===== config.mk =====
export PLATFORM = sky130hd
export DESIGN_NAME = if1_fetch_ctrl
export DESIGN_NICKNAME = d
export VERILOG_FILES = /design/src/rtl/fetch_pkg.sv /design/src/rtl/if1_fetch_queue.sv /design/src/rtl/if1_fetch_ctrl.sv
export SDC_FILE = /design/constraint.sdc
export NUM_CORES = 1
export LEC_CHECK = 0
export CAP_MARGIN = 40
export CELL_PAD_IN_SITES_DETAIL_PLACEMENT = 0
export CELL_PAD_IN_SITES_GLOBAL_PLACEMENT = 1
export CORE_ASPECT_RATIO = 1.5
export CORE_MARGIN = 1
export CORE_UTILIZATION = 35
export CTS_BUF_LIST = sky130_fd_sc_hd__clkbuf_16
export DETAILED_ROUTE_END_ITERATION = 10
export GPL_TIMING_DRIVEN = 1
export PLACE_DENSITY_LB_ADDON = 0.1
export SLEW_MARGIN = 20
export SYNTH_ARGS = -nofsm -noshare
export SYNTH_HDL_FRONTEND = slang
export SYNTH_SLANG_ARGS = --single-unit

===== constraint.sdc =====
create_clock -name i_clk -period 5.2 [get_ports i_clk]
set_clock_uncertainty 0.1 [all_clocks]
set_input_delay 1.04 -clock i_clk [delete_from_list [all_inputs] [get_ports i_clk]]
set_output_delay 1.04 -clock i_clk [all_outputs]
set_load 0.02 [all_outputs]

===== src/rtl/fetch_pkg.sv =====
// fetch_pkg: shared fetch-path types and constants for the IF stages
package fetch_pkg;
  localparam int MXLEN = 32;
  localparam int FETCH_BYTES = 8;
  typedef struct packed {
    logic [MXLEN-1:0] pc;
    logic [63:0]      data;
    logic             err;
    logic             filled;
  } fetch_entry_t;
  function automatic logic [MXLEN-1:0] fetch_align(input logic [MXLEN-1:0] pc);
    return pc & ~MXLEN'(FETCH_BYTES - 1);
  endfunction
endpackage


===== src/rtl/if1_fetch_queue.sv =====
// if1_fetch_queue: in-order circular buffer of outstanding and returned fetch packets
module if1_fetch_queue
  import fetch_pkg::*;
#(
  parameter int DEPTH = 2,
  localparam int CW = $clog2(DEPTH + 1),
  localparam int PW = $clog2(DEPTH)
) (
  input  logic              i_clk,
  input  logic              i_rst,
  input  logic              i_clear,
  input  logic              i_alloc,
  input  logic [MXLEN-1:0]  i_alloc_pc,
  input  logic              i_fill,
  input  logic [63:0]       i_fill_data,
  input  logic              i_fill_err,
  input  logic              i_pop,
  output fetch_entry_t      o_head,
  output logic [CW-1:0]     o_used,
  output logic [CW-1:0]     o_pend
);
  fetch_entry_t ent_q [DEPTH];
  logic [PW-1:0] alloc_q, alloc_d, fill_q, fill_d, pop_q, pop_d;
  logic [CW-1:0] used_q, used_d, pend_q, pend_d;
  // pointers wrap naturally since DEPTH is a power of two; pend counts allocated-but-unfilled entries
  always_comb begin
    alloc_d = i_clear ? '0 : alloc_q + PW'(i_alloc);
    fill_d  = i_clear ? '0 : fill_q + PW'(i_fill);
    pop_d   = i_clear ? '0 : pop_q + PW'(i_pop);
    used_d  = i_clear ? '0 : used_q + CW'(i_alloc) - CW'(i_pop);
    pend_d  = i_clear ? '0 : pend_q + CW'(i_alloc) - CW'(i_fill);
  end
  // pointer and occupancy registers
  always_ff @(posedge i_clk or posedge i_rst) begin
    if (i_rst) begin
      alloc_q <= '0;
      fill_q  <= '0;
      pop_q   <= '0;
      used_q  <= '0;
      pend_q  <= '0;
    end else begin
      alloc_q <= alloc_d;
      fill_q  <= fill_d;
      pop_q   <= pop_d;
      used_q  <= used_d;
      pend_q  <= pend_d;
    end
  end
  // entry payload; stale contents are harmless because validity comes from used/filled
  always_ff @(posedge i_clk) begin
    if (i_alloc && !i_clear) ent_q[alloc_q] <= '{pc: i_alloc_pc, data: '0, err: 1'b0, filled: 1'b0};
    if (i_fill && !i_clear) begin
      ent_q[fill_q].data   <= i_fill_data;
      ent_q[fill_q].err    <= i_fill_err;
      ent_q[fill_q].filled <= 1'b1;
    end
  end
  assign o_head = ent_q[pop_q];
  assign o_used = used_q;
  assign o_pend = pend_q;
endmodule


===== src/rtl/if1_fetch_ctrl.sv =====
// if1_fetch_ctrl: issues aligned icache fetches, tracks them in order and hands packets to IF2
module if1_fetch_ctrl
  import fetch_pkg::*;
#(
  parameter int DEPTH = 2,
  localparam int CW = $clog2(DEPTH + 1)
) (
  input  logic              i_clk,
  input  logic              i_rst,
  input  logic              i_if0_pc_valid,
  input  logic [MXLEN-1:0]  i_if0_pc,
  output logic              o_if1_stall,
  input  logic              i_flush,
  output logic              o_icache_req_valid,
  output logic [MXLEN-1:0]  o_icache_req_addr,
  input  logic              i_icache_req_ready,
  input  logic              i_icache_rsp_valid,
  input  logic [63:0]       i_icache_rsp_data,
  input  logic              i_icache_rsp_err,
  output logic              o_if2_valid,
  output logic [MXLEN-1:0]  o_if2_pc,
  output logic [63:0]       o_if2_inst,
  output logic [1:0]        o_if2_mask,
  output logic              o_if2_err,
  input  logic              i_if2_ready
);
  fetch_entry_t head;
  logic [CW-1:0] used, pend, drop_q, drop_d;
  logic fire, fill, pop;
  assign o_icache_req_valid = i_if0_pc_valid & ~i_flush & (({1'b0, used} + {1'b0, drop_q}) < (CW + 1)'(DEPTH));
  assign o_icache_req_addr  = fetch_align(i_if0_pc);
  assign fire        = o_icache_req_valid & i_icache_req_ready;
  assign o_if1_stall = i_if0_pc_valid & ~fire;
  assign fill        = i_icache_rsp_valid & (drop_q == '0) & ~i_flush;
  assign o_if2_valid = (used != '0) & head.filled;
  assign pop         = o_if2_valid & i_if2_ready & ~i_flush;
  assign o_if2_pc    = o_if2_valid ? head.pc : '0;
  assign o_if2_inst  = o_if2_valid ? head.data : '0;
  assign o_if2_err   = o_if2_valid & head.err;
  assign o_if2_mask  = o_if2_valid ? (head.pc[2] ? 2'b10 : 2'b11) : 2'b00;
  // on flush every unfilled entry becomes a response to discard, less any response arriving now
  always_comb drop_d = i_flush ? drop_q + pend - CW'(i_icache_rsp_valid)
                               : drop_q - CW'(i_icache_rsp_valid & (drop_q != '0));
  // drop counter register
  always_ff @(posedge i_clk or posedge i_rst) begin
    if (i_rst) drop_q <= '0;
    else drop_q <= drop_d;
  end
  if1_fetch_queue #(.DEPTH(DEPTH)) u_queue (
    .i_clk       (i_clk),
    .i_rst       (i_rst),
    .i_clear     (i_flush),
    .i_alloc     (fire),
    .i_alloc_pc  (i_if0_pc),
    .i_fill      (fill),
    .i_fill_data (i_icache_rsp_data),
    .i_fill_err  (i_icache_rsp_err),
    .i_pop       (pop),
    .o_head      (head),
    .o_used      (used),
    .o_pend      (pend)
  );
  rsp_outstanding_a: assert property (@(posedge i_clk) disable iff (i_rst)
    i_icache_rsp_valid |-> (drop_q != '0 || pend != '0))
    else $error("icache response with nothing outstanding");
endmodule


==> After elaboration in Yosys (flattened, before gate mapping) <==
Memory sizes are Yosys's and may differ from the RTL's.
Cells that the tools add are included.
{ "classes": {"addsub": 11, "magnitude_cmp": 1, "mux": 14, "bitwise_logic": 13, "reduce_logical": 6} }
{ "op_table": {"columns": ["op", "count"], "rows": [
  ["2-to-1 mux 64 bit", 1],
  ["2-to-1 mux 32 bit", 1],
  ["AND 1 bit", 11],
  ["2-to-1 mux 1 bit", 8],
  ["2-to-1 mux 2 bit", 4],
  ["subtractor 2 x 1 -> 2 bit", 4],
  ["adder 2 x 1 -> 2 bit", 2],
  ["nonzero test 2 bit", 2],
  ["adder 1 bit", 3],
  ["adder 2 x 2 -> 3 bit", 1],
  ["< comparator 3 x 2 -> 1 bit, second input constant", 1],
  ["adder 2 bit", 1],
  ["logical AND 1 bit", 2],
  ["logical NOT 2 bit", 1],
  ["inverter 1 bit", 2],
  ["logical NOT 1 bit", 1]
]} }
{ "totals": {"ff_bits": 9, "mem_bits_rw": 196, "inputBits": 104, "output_inout_bits": 134, "elab_cells": 52, "mem_count": 1} }
{ "mem_list": {"columns": ["name", "words", "word_bits", "rd", "rd_clocked_by_memory_dff", "write_ports", "line", "text"], "rows": [
  ["u_queue.ent_q", 2, 98, 1, 0, 2, "if1_fetch_queue.sv:22", "fetch_entry_t ent_q [DEPTH];"]
]} }

==> Logic depth before layout (Yosys ltp) <==
{ "logic_depth": {"word_depth": 7, "mapped_depth": 9, "mapped_depth_nobuf": 9} }

==> By module <==
A second synthesis with hierarchy kept.
{ "hier_totals": {"hier_cells": 659, "area_unflattened_um2": 9581.7} }
{ "by_module_without_submodules": {"columns": ["mod", "n_inst", "cells_each", "area_each_um2", "seq_area_each_um2"], "rows": [
  ["if1_fetch_queue", 1, 493, 8415.6, 6040.8],
  ["if1_fetch_ctrl", 1, 166, 1166.1, 50.0]
]} }

==> Worst setup path before layout <==
OpenSTA, ideal clock, no wires.
{ "synth_timing": {"path_type": "input port to flip-flop", "start": "in i_flush", "end": "mem u_queue.ent_q[0][10] in the netlist's numbering, enable pin", "setup_ps": 502, "arrival_time_ps": 4941, "t_required_ps": 4598, "setup_slack_ps": -342, "cell_stages": 3, "path_buffers": 0, "cell_sequence": "nor4b_2 nand2_1 o21bai_1"} }
{ "synth_lines": {"columns": ["element", "line", "text"], "rows": [
  ["start, declared", "if1_fetch_ctrl.sv:13", "input logic i_flush,"],
  ["end, declared", "if1_fetch_queue.sv:22", null]
]} }

==> Worst setup path in the final report <==
{ "layout_timing": {"start": "reg u_queue.pop_q", "end": "out o_if2_inst[27]"} }
{ "layout_via": {"elab_chain_cells": 3} }
{ "layout_lines": {"columns": ["element", "line", "text"], "rows": [
  ["start, declared", "if1_fetch_queue.sv:23", "logic [PW-1:0] alloc_q, alloc_d, fill_q, fill_d, pop_q, pop_d;"],
  ["start signal, assigned", "if1_fetch_queue.sv:44", "pop_q <= pop_d;"],
  ["memory (2 x 98 bit) (*)", null, null],
  ["AND 1 bit", "if1_fetch_ctrl.sv:35", "assign o_if2_valid = (used != '0) & head.filled;"],
  ["2-to-1 mux 64 bit (*)", "if1_fetch_ctrl.sv:38", "assign o_if2_inst = o_if2_valid ? head.data : '0;"],
  ["end, declared", "if1_fetch_ctrl.sv:22", "output logic [63:0] o_if2_inst,"]
]} }
Mark *: on every way between the ends. The rest lies on a longest branch, timed or not.

==> results.sh <==
export IMPL_p_per_area_mw_per_mm2=351
export IMPL_yosysSeqAreaShare=0.666
export IMPL_muxShareOfSynthArea=0.108
export IMPL_outcome="finished, final reports clean"
export IMPL_startpoint="u_queue.pop_q"
export IMPL_post_dp_hpwl_um=14100
export IMPL_place_inst=1171
export IMPL_cts_htree_levels=1
export IMPL_wl_um=21300
export IMPL_pwr_share_clk=0.344
export IMPL_routedWlPerCell_um=17.6
export IMPL_period_needed_ps=4310
export IMPL_yosysWarnings=0
export IMPL_hold_buffers=0
export IMPL_hold_violations=0
export IMPL_num_vias=5753
export IMPL_setup_tns_final_ps=0
export IMPL_hold_start="u_queue.ent_q[0][0]"
export IMPL_syn_area_mm2=0.00914
export IMPL_relSlewSlack=0.518
export IMPL_synth_adder_area_share=0.0118
export IMPL_cts_buffers=21
export IMPL_layout_drive_gt1_share=0.0606
export IMPL_fin_area_mm2=0.0123
export IMPL_synth_compound_area_frac=0.00807
export IMPL_drv_slew=0
export IMPL_clockBufferDepth=3
export IMPL_drtAntennaViolNets=0
export IMPL_gp_congestion=0.713
export IMPL_vias_per_cell=4.76
export IMPL_ys_seq_elements=205
export IMPL_postCtsResizedCells=0
export IMPL_chipWidth_um=134
export IMPL_grt_pass1_vias=6186
export IMPL_vdd_drop_max_mv=0.180
export IMPL_first_pass_iters=4
export IMPL_synth_xor_area_frac=0.00835
export IMPL_nets=973
export IMPL_io_buffer_count=234
export IMPL_min_period_over_period=0.829
export IMPL_fp_row_count=72
export IMPL_switching_share=0.258
export IMPL_path_class="flop to primary output"
export IMPL_antenna_found_initial=1
export IMPL_syn_to_final_growth_pct=34.9
export IMPL_rsz0062_at_grt="false"
export IMPL_die_area_mm2=0.0268
export IMPL_crit_fanout=62
export IMPL_ys_types=33
export IMPL_setup_viol=0
export IMPL_r2r_start="drop_q[0]"
export IMPL_cts_setup_buffers=0
export IMPL_arrival_ps=3170
export IMPL_holdCritPathClass="flop to flop"
export IMPL_p_comb_frac=0.186
export IMPL_drt_iter0_markers=162
export IMPL_tightest_slew_ps=723
export IMPL_final_cells=1208
export IMPL_postSynthAreaPerCell_um2=13.7
export IMPL_max_freq_mhz=232
export IMPL_synthCells=665
export IMPL_cts_tree="yes"
export IMPL_n_antenna_cell=0
export IMPL_cts_sinks=205
export IMPL_ios=238
export IMPL_gr_total_overflow=0
export IMPL_cellLeakagePower_nw=4.28
export IMPL_synth_top_family_by_area="simple AND/OR/NAND/NOR gates"
export IMPL_maxCapViolCount=0
export IMPL_worst_setup_path_start_kind="flop"
export IMPL_pwr_share_seq=0.470
export IMPL_ctsRootBufferMaster="clkbuf_16"
export IMPL_p_switching_mw=1.12
export IMPL_synth_simple_gate_area_frac=0.142
export IMPL_clock_latency_ps=490
export IMPL_grt_first_pass_wirelength_um=33400
export IMPL_cp_data_required_time_ps=4060
export IMPL_p_int_mw=3.21
export IMPL_grt_max_degree=67
export IMPL_coreArea_mm2=0.0258
export IMPL_initial_core_util=0.355
export IMPL_path_clk_slew_ps=60
export IMPL_final_util=0.479
export IMPL_die_h_um=200
export IMPL_dpl_cell_area_mm2=0.0117
export IMPL_drc_errors=0
export IMPL_cp_end_kind="primary output"
export IMPL_grt_total_usage=0.162
path summary, 6_finish.rpt:
kind / slack (ps) / depth (start not counted) / to
max in group asynchronous: 3990 / 2 / u_queue.pop_q
min in group asynchronous: 710 / 2 / u_queue.pop_q
setup / recovery: 890 / 5 / o_if2_inst[27]
setup reg to reg: 1950 / 7 / u_queue.ent_q[0][42]
hold reg to reg: 370 / 1 / u_queue.ent_q[0][0]
hold / removal: 370 / 1 / u_queue.ent_q[0][0]
kinds of logic after synthesis:
logic type,count (synthesis)
fa+ha+maj,8
simple gates,246
xor+xnor,7
compound gates,11
mux,99
flops,205
other cells,1
buf+inv,88
power groups by stage:
stage / Clock (mW) / Combinational, mW / Sequential, mW
2_1_floorplan: 0 / 0.479 / 2.04
3_3_place_gp: 0 / 0.775 / 2.08
3_5_place_dp: 0 / 0.819 / 2.07
4_1_cts: 1.53 / 0.822 / 2.04
5_1_grt: 1.59 / 0.877 / 2.05
6_report: 1.49 / 0.803 / 2.03
synthesized netlist by cell type, drive strengths merged:
cell    number  share of area
a21bo        1         0.0011
a21o         1        0.00082
a21oi        2         0.0011
a22o         1        0.00096
and2        66          0.045
and2b        1        0.00082
and3        65          0.044
buf         55          0.041
clkbuf      22         0.0090
conb         1        0.00041
dfrtp        9          0.025
dfxtp        2         0.0044
edfxtp     194           0.64
fa           1         0.0022
ha           7         0.0096
inv         11         0.0045
mux2i       99           0.11
nand2        4         0.0016
nand3        1        0.00055
nand3b       1        0.00082
nor2       101          0.041
nor2b        3         0.0021
nor3         1        0.00055
nor4b        2         0.0042
o21a         1        0.00082
o21ai        3         0.0016
o21bai       2         0.0016
or3          1        0.00068
xnor2        4         0.0038
xor2         2         0.0019
xor3         1         0.0026
placed cells by master (no fill, tap or decap), types with 2 or more instances in the layout:
cell / instances
o21bai_4: 2
clkbuf_16: 21
xnor2_1: 4
o21ai_0: 3
clkdlybuf4s50_1: 234
buf_16: 2
ha_1: 7
clkinv_1: 3
buf_4: 10
bufinv_16: 3
inv_1: 15
xor2_1: 2
dfxtp_1: 2
conb_1: 3
mux2i_1: 99
dfrtp_1: 7
buf_12: 2
and2_1: 66
a21oi_1: 2
nand2_1: 3
nor2_1: 101
edfxtp_1: 194
nor2b_1: 3
clkinv_2: 5
and3_1: 65
per-stage QoR:
step                      worst slack (ps)  power (mW)  hold slack [ps]
after global routing                   708        4.52              386
after CTS                              828        4.39              373
final                                  889        4.33              368
after detailed placement               981        2.89              358
after floorplan                       1020        2.52              325
after global placement                1070        2.85              347
flip-flops by register name, summed over array words and instances (netlist names):
signal,cells
u_queue.o_used,2
drop_q,2
u_queue.o_pend,2
u_queue.pop_q,1
u_queue.ent_q,196
u_queue.alloc_q,1
u_queue.fill_q,1
layout make-up:
type	count	area, µm²
Fill cell	2319	13400
Sequential cell	205	6100
Multi-Input combinational cell	374	2590
Timing Repair Buffer	248	2510
Clock buffer	21	526
Tap cell	333	417
Clock inverter	16	150
Inverter	11	41.3
per-layer routing:
| metal | part of all wire | vias to the layer above | global-route usage |
|---|---|---|---|
| met5 | 0.00052 | - | 0 |
| met4 | 0.018 | 2 | 0.0463 |
| met3 | 0.071 | 29 | 0.0316 |
| met2 | 0.52 | 203 | 0.297 |
| met1 | 0.39 | 2798 | 0.190 |
| li1 | - | 2721 | - |
critical path, cell delays in order, from the launching register on:
cell	delay (ps)
dfrtp_4	890
mux2i_1	380
o21bai_4	350
buf_12	350
nor2_1	120
clkdlybuf4s50_1	560
No activity file was read; power rests on OpenSTA's default activity.
